### src/rtl/gost_pkg.sv
// gost_pkg: shared definitions for the GOST 28147-89 block engine.
//   SBOX      : substitution tables, row i applies to nibble [31-4i:28-4i]
//   ROUNDS    : Feistel rounds per block
//   state_t   : engine FSM states
//   key_sel   : key index (1..8) used by round rc (0-based) for a direction
//   key_word  : extracts subkey K1..K8 from the 256-bit key
//   rotl11    : 32-bit rotate left by 11
package gost_pkg;

   localparam int ROUNDS = 32;

   localparam logic [3:0] SBOX [0:7][0:15] = '{
      '{4'hC, 4'h4, 4'h6, 4'h2, 4'hA, 4'h5, 4'hB, 4'h9, 4'hE, 4'h8, 4'hD, 4'h7, 4'h0, 4'h3, 4'hF, 4'h1},
      '{4'h6, 4'h8, 4'h2, 4'h3, 4'h9, 4'hA, 4'h5, 4'hC, 4'h1, 4'hE, 4'h4, 4'h7, 4'hB, 4'hD, 4'h0, 4'hF},
      '{4'hB, 4'h3, 4'h5, 4'h8, 4'h2, 4'hF, 4'hA, 4'hD, 4'hE, 4'h1, 4'h7, 4'h4, 4'hC, 4'h9, 4'h6, 4'h0},
      '{4'hC, 4'h8, 4'h2, 4'h1, 4'hD, 4'h4, 4'hF, 4'h6, 4'h7, 4'h0, 4'hA, 4'h5, 4'h3, 4'hE, 4'h9, 4'hB},
      '{4'h7, 4'hF, 4'h5, 4'hA, 4'h8, 4'h1, 4'h6, 4'hD, 4'h0, 4'h9, 4'h3, 4'hE, 4'hB, 4'h4, 4'h2, 4'hC},
      '{4'h5, 4'hD, 4'hF, 4'h6, 4'h9, 4'h2, 4'hC, 4'hA, 4'hB, 4'h7, 4'h8, 4'h1, 4'h4, 4'h3, 4'hE, 4'h0},
      '{4'h8, 4'hE, 4'h2, 4'h5, 4'h6, 4'h9, 4'h1, 4'hC, 4'hF, 4'h4, 4'hB, 4'h0, 4'hD, 4'hA, 4'h3, 4'h7},
      '{4'h1, 4'h7, 4'hE, 4'hD, 4'h0, 4'h5, 4'h8, 4'h3, 4'h4, 4'hF, 4'hA, 4'h6, 4'h9, 4'hC, 4'hB, 4'h2}
   };

   typedef enum logic [1:0] {IDLE, RUN, DONE} state_t;

   // Forward runs (encrypt rounds 0..23, decrypt rounds 0..7) walk K1..K8;
   // every other round walks K8..K1.
   function automatic logic [3:0] key_sel(input logic [5:0] rc, input logic decrypt);
      logic forward;
      forward = decrypt ? (rc < 6'd8) : (rc < 6'd24);
      if (forward)
         return {1'b0, rc[2:0]} + 4'd1;
      else
         return 4'd8 - {1'b0, rc[2:0]};
   endfunction

   function automatic logic [31:0] key_word(input logic [255:0] key, input logic [3:0] idx);
      return key[(8 - int'(idx)) * 32 +: 32];
   endfunction

   function automatic logic [31:0] rotl11(input logic [31:0] a);
      return {a[20:0], a[31:21]};
   endfunction

endpackage

### src/rtl/gost_round.sv
// gost_round: one combinational GOST Feistel round.
//   l, r      : current halves
//   k         : 32-bit subkey for this round
//   l_next    : r ^ rotl11(S(mix(l, k)))
//   r_next    : l
//   ADD_MODE  : 0 = XOR key mixing, 1 = modulo-2^32 addition
module gost_round
   import gost_pkg::*;
#(
   parameter int ADD_MODE = 0
) (
   input  logic [31:0] l,
   input  logic [31:0] r,
   input  logic [31:0] k,
   output logic [31:0] l_next,
   output logic [31:0] r_next
);

   logic [31:0] mixed;
   logic [31:0] subst;

   always_comb begin
      mixed = (ADD_MODE != 0) ? (l + k) : (l ^ k);
      subst = '0;
      for (int i = 0; i < 8; i++)
         subst[28 - 4 * i +: 4] = SBOX[i][mixed[28 - 4 * i +: 4]];
   end

   assign l_next = r ^ rotl11(subst);
   assign r_next = l;

endmodule

### src/rtl/gost_block_engine.sv
// gost_block_engine: iterative GOST 28147-89 64-bit block cipher core.
//   clk, rst_n        : clock, asynchronous active-low reset
//   in_valid/in_ready : request handshake; in_key, in_block, in_decrypt latched on accept
//   out_valid/out_ready : result handshake; out_block held stable while out_valid
//   busy              : high while a block is being processed or awaiting pickup
//   ROUNDS_PER_CYCLE  : 1, 2, 4 or 8 rounds evaluated per clock
//   ADD_MODE          : key mixing, 0 = XOR, 1 = addition
module gost_block_engine
   import gost_pkg::*;
#(
   parameter int ROUNDS_PER_CYCLE = 1,
   parameter int ADD_MODE         = 0
) (
   input  logic         clk,
   input  logic         rst_n,
   input  logic         in_valid,
   output logic         in_ready,
   input  logic         in_decrypt,
   input  logic [255:0] in_key,
   input  logic [63:0]  in_block,
   output logic         out_valid,
   input  logic         out_ready,
   output logic [63:0]  out_block,
   output logic         busy
);

   localparam int RPC = ROUNDS_PER_CYCLE;

   if (RPC != 1 && RPC != 2 && RPC != 4 && RPC != 8) begin : g_bad_rpc
      $error("ROUNDS_PER_CYCLE must be 1, 2, 4 or 8");
   end

   state_t        state, state_next;
   logic [5:0]    rc;
   logic [5:0]    rc_next;
   logic          last_step;
   logic [255:0]  key_q;
   logic [31:0]   l_q, r_q;
   logic          dec_q;
   logic [63:0]   out_block_q;
   logic [31:0]   l_chain [0:RPC];
   logic [31:0]   r_chain [0:RPC];

   assign rc_next   = rc + 6'(RPC);
   assign last_step = (rc_next == 6'(ROUNDS));

   // Unrolled round chain; each stage picks its subkey from its absolute round number.
   assign l_chain[0] = l_q;
   assign r_chain[0] = r_q;

   for (genvar j = 0; j < RPC; j++) begin : g_round
      logic [31:0] k;
      assign k = key_word(key_q, key_sel(rc + 6'(j), dec_q));
      gost_round #(.ADD_MODE(ADD_MODE)) u_round (
         .l      (l_chain[j]),
         .r      (r_chain[j]),
         .k      (k),
         .l_next (l_chain[j + 1]),
         .r_next (r_chain[j + 1])
      );
   end

   always_ff @(posedge clk or negedge rst_n) begin
      if (!rst_n)
         state <= IDLE;
      else
         state <= state_next;
   end

   always_comb begin
      state_next = state;
      case (state)
         IDLE:    if (in_valid)  state_next = RUN;
         RUN:     if (last_step) state_next = DONE;
         DONE:    if (out_ready) state_next = IDLE;
         default: state_next = IDLE;
      endcase
   end

   always_ff @(posedge clk or negedge rst_n) begin
      if (!rst_n) begin
         rc          <= '0;
         key_q       <= '0;
         l_q         <= '0;
         r_q         <= '0;
         dec_q       <= 1'b0;
         out_block_q <= '0;
      end else begin
         case (state)
            IDLE: if (in_valid) begin
               key_q <= in_key;
               l_q   <= in_block[63:32];
               r_q   <= in_block[31:0];
               dec_q <= in_decrypt;
               rc    <= '0;
            end
            RUN: begin
               l_q <= l_chain[RPC];
               r_q <= r_chain[RPC];
               rc  <= rc_next;
               // Final output swaps the halves.
               if (last_step)
                  out_block_q <= {r_chain[RPC], l_chain[RPC]};
            end
            DONE: if (out_ready) key_q <= '0;
            default: ;
         endcase
      end
   end

   assign in_ready  = (state == IDLE);
   assign out_valid = (state == DONE);
   assign busy      = (state != IDLE);
   assign out_block = out_block_q;

endmodule
### config.mk
export PLATFORM = sky130hd
export DESIGN_NAME = gost_block_engine
export DESIGN_NICKNAME = d
export VERILOG_FILES = /design/src/rtl/gost_pkg.sv /design/src/rtl/gost_round.sv /design/src/rtl/gost_block_engine.sv
export SDC_FILE = /design/constraint.sdc
export NUM_CORES = 1
export LEC_CHECK = 0
export ABC_CLOCK_PERIOD_IN_PS = 5800
export CAP_MARGIN = 0
export CORE_MARGIN = 4
export CORE_UTILIZATION = 44
export DETAILED_ROUTE_END_ITERATION = 6
export PLACE_DENSITY = 0.8
export SETUP_SLACK_MARGIN = 0.4
export SYNTH_ARGS = -nofsm -noshare
export SYNTH_HDL_FRONTEND = slang
export SYNTH_SLANG_ARGS = --single-unit
### constraint.sdc
create_clock -name clk -period 5.8 [get_ports clk]
set_input_delay 1.16 -clock clk [delete_from_list [all_inputs] [get_ports clk]]
set_output_delay 1.16 -clock clk [all_outputs]
set_load 0.05 [all_outputs]
==> flow_summary_export.csv <==
group,metric,value,unit
status,status,"finished clean",
floorplan,core_area,50300,µm²
synth,async_reset_ff_share,100,%
global_route,gr-usage-all-layers,28.9,%
cts,path_clk_slew,0.06,ns
synth,synth_mux_area_share,2.05,%
cts,cts_root_buffer,"clkbuf_16",
global_route,antenna_found_initial,12,
drt,first_iter_violations,2406,
finish,nets,2953,
drt,ant_nets,0,
global_route,grt_pass1_vias,20000,
synth,synth-seq-cells,393,
synth,synth_compound_area_share,26.5,%
critical_path,startpoint_type,"flip-flop",
sta,rsz0062_at_grt,"no",
sta,setup_tns,0,ns
synth,synth.most_common_cell,"dfrtp_1",
synth,synthFlopType,"dfrtp_1",
sta,final.setup_skew,0.0276,ns
finish,final_core_util,56.5,%
sta,holdWs,0.482,ns
drt,drc,0,
cts,cts_hold_buf,0,
placed_design,io_buffer_count,391,
synth,synth_edf_count,0,
finish,layout-drive-gt1-share,9.17,%
sta,final.period_utilization,89.8,%
critical_path,cp.arrival,5.70,ns
synth,synthAdderAreaFrac,1.32,%
sta,setup_viol,0,
floorplan,row_count,82,
synth,yosys.area.top_type,"dfrtp_1",
drt,wire_per_inst,24.8,µm
global_route,grt_max_degree,163,
finish,fillers,4359,
floorplan,ios,392,
cts,clock_path_buffers,3,
synth,synthSimpleGateAreaFrac,17.0,%
sta,fmax,192,MHz
critical_path,criticalPathCategory,"flip-flop to flip-flop",
sta,relSlewSlack,17.6,%
sta,worst_slew_pin_slew,1.24,ns
drt,wirelength,82100,µm
floorplan,dieArea,54700,µm²
synth,ys_top_cells_by_count,"393 x dfrtp_1, 294 x nand2_1, 257 x a22o_1",
synth,synth_nets,2696,
critical_path,r2r-start,"rc[3]",
synth,yosysTopAreaCellShare,43.8,%
cts,cts_sinks,393,
drt,via_per_inst,6.30,
sta,min_period,5.21,ns
floorplan,die_h,234,µm
cts,clock_latency,0.60,ns
sta,slew_violations,0,
drt,vias,20900,
hold_path,hp-class,"flip-flop to flip-flop",
finish,areaGrowthSynthToFinish,26.5,%
synth,synth_xor_area_share,3.32,%
synth,ys_types,87,
synth,yosysSeqAreaShare,43.8,%
placed_design,dpl_cell_area,26600,µm²
drt,dr.pass1.iters,6,
global_route,globalRouteOverflowTotal,0,
synth,yosys_warnings,0,
finish,final_area,28400,µm²
floorplan,die_w,234,µm
sta,finalHoldViolations,0,
synth,syn_inst,2349,
critical_path,critPathMaxFanout,45,
synth,synth_top_family_by_area,"compound AO/OA/AOI/OAI gates",
cts,cts_made_buffers,44,
flow_run,drv_cap,0,
cts,htree_levels,2,
global_route,grt_pass1_wl,123000,µm
critical_path,required,6.29,ns
placed_design,detailed_place_hpwl,57100,µm
synth,synth.avg_cell_area,9.56,µm²
critical_path,crit_start,"rc[3]",
floorplan,initial_core_util,44.7,%
hold_path,min_from,"out_block[49]",
placed_design,place_congestion,0.918,
synth,syn-cell-area,22500,µm²
synth,synth_area_leaders,"dfrtp_1 44%, a22o_1 10%, nand2_1 4.9%, clkbuf_1 2.6%, nor2_1 2.4%",
cts,tritoncts,"done",
critical_path,crit_path_end_kind,"flip-flop",
timing repair:
item                                    4_1_cts  5_1_grt
endpoints found under the setup margin       22       41
gates cloned                                  3        2
hold endpoints to repair                      0        0
resized for setup                             4       14
pin swaps                                     2        4
setup buffers                                 1       15
placed cells by master (no fill, tap or decap), types with 9 or more instances in the layout:
cell type          n
a211o_1           44
a22o_1           257
and3_1            28
clkbuf_8           9
a31oi_1           36
o2bb2ai_1         19
clkdlybuf4s50_1  390
dfrtp_1          391
xnor2_1           37
nand3_1           18
a21oi_1           41
inv_1             74
o211ai_1          53
mux4_2            11
buf_4             40
o21ai_1           14
mux2i_1           19
o22ai_1           28
nor3b_1           25
xor2_1            25
ha_1              21
a22oi_1           13
nor3_1            36
nor2_1           143
nand3b_1          43
nand2_1          291
o311a_1           20
a211oi_1          30
o311ai_0          40
nand2b_1          27
clkbuf_1          10
or4_1             46
o21ai_0           85
o2111ai_1         20
clkbuf_16         44
or3b_2            42
registers in the layout, indices dropped and copies added (netlist names):
register   cells
key_q        256
out_block     64
l_q           32
r_q           32
rc             6
state          2
dec_q          1
path summary, 6_finish.rpt:
path / to / slack, ns / cells past startpoint
worst max register to register: l_q[16] / 0.59 / 17
worst min-delay path: out_block[49] / 0.48 / 2
min in group asynchronous: key_q[87] / 0.54 / 1
worst max-delay path: l_q[16] / 0.59 / 17
max in group asynchronous: key_q[130] / 3.90 / 2
worst min register to register: out_block[49] / 0.48 / 2
metal layers:
| layer | vias to the layer above | wire length [µm] | GRT usage (%) |
|---|---|---|---|
| met3 | 163 | 8260 | 6.07 |
| met1 | 10300 | 32500 | 39.0 |
| li1 | 9276 | - | - |
| met5 | - | 103 | 0 |
| met4 | 14 | 3400 | 11.2 |
| met2 | 1160 | 37800 | 46.0 |
critical path, stage by stage, from the launching register on:
cell       delay [ns]
dfrtp_1          0.47
maj3_4           0.47
or3_1            0.40
nand2_4          0.10
inv_1            0.08
ha_4             0.28
buf_4            0.16
bufbuf_16        0.32
nand3b_1         0.10
a211o_1          0.14
o311ai_1         0.11
or4_1            0.52
o2bb2ai_1        0.28
xnor2_2          0.65
nor2_1           0.15
a32o_1           0.26
or3_1            0.39
a22oi_1          0.21
logic make-up after synthesis:
group / Yosys count
buffers and inverters: 313
and+or+nand+nor: 748
xor gates and xnor gates: 76
muxes: 32
DFF: 393
AOI/OAI and AO/OA: 763
adders and majority gates: 24
layout make-up:
type	instances	area [µm²]	share of cell area [%]
Timing Repair Buffer	445	4470	15.8
Sequential cell	393	9840	34.7
Inverter	75	282	0.991
Clock inverter	16	249	0.877
Multi-Input combinational cell	1647	11400	40.3
Tap cell	672	841	2.96
Antenna cell	4	10.0	0.0353
Clock buffer	62	1250	4.40
stage by stage:
stage	worst slack, ns	std cells
2_1_floorplan	0.464	2349
3_3_place_gp	0.448	3211
3_5_place_dp	0.231	3211
4_1_cts	0.402	3293
5_1_grt	0.412	3310
6_report	0.594	3314
Power is not shown: default switching activity piles up to over one toggle a cycle in this logic, so the estimate is an artifact.
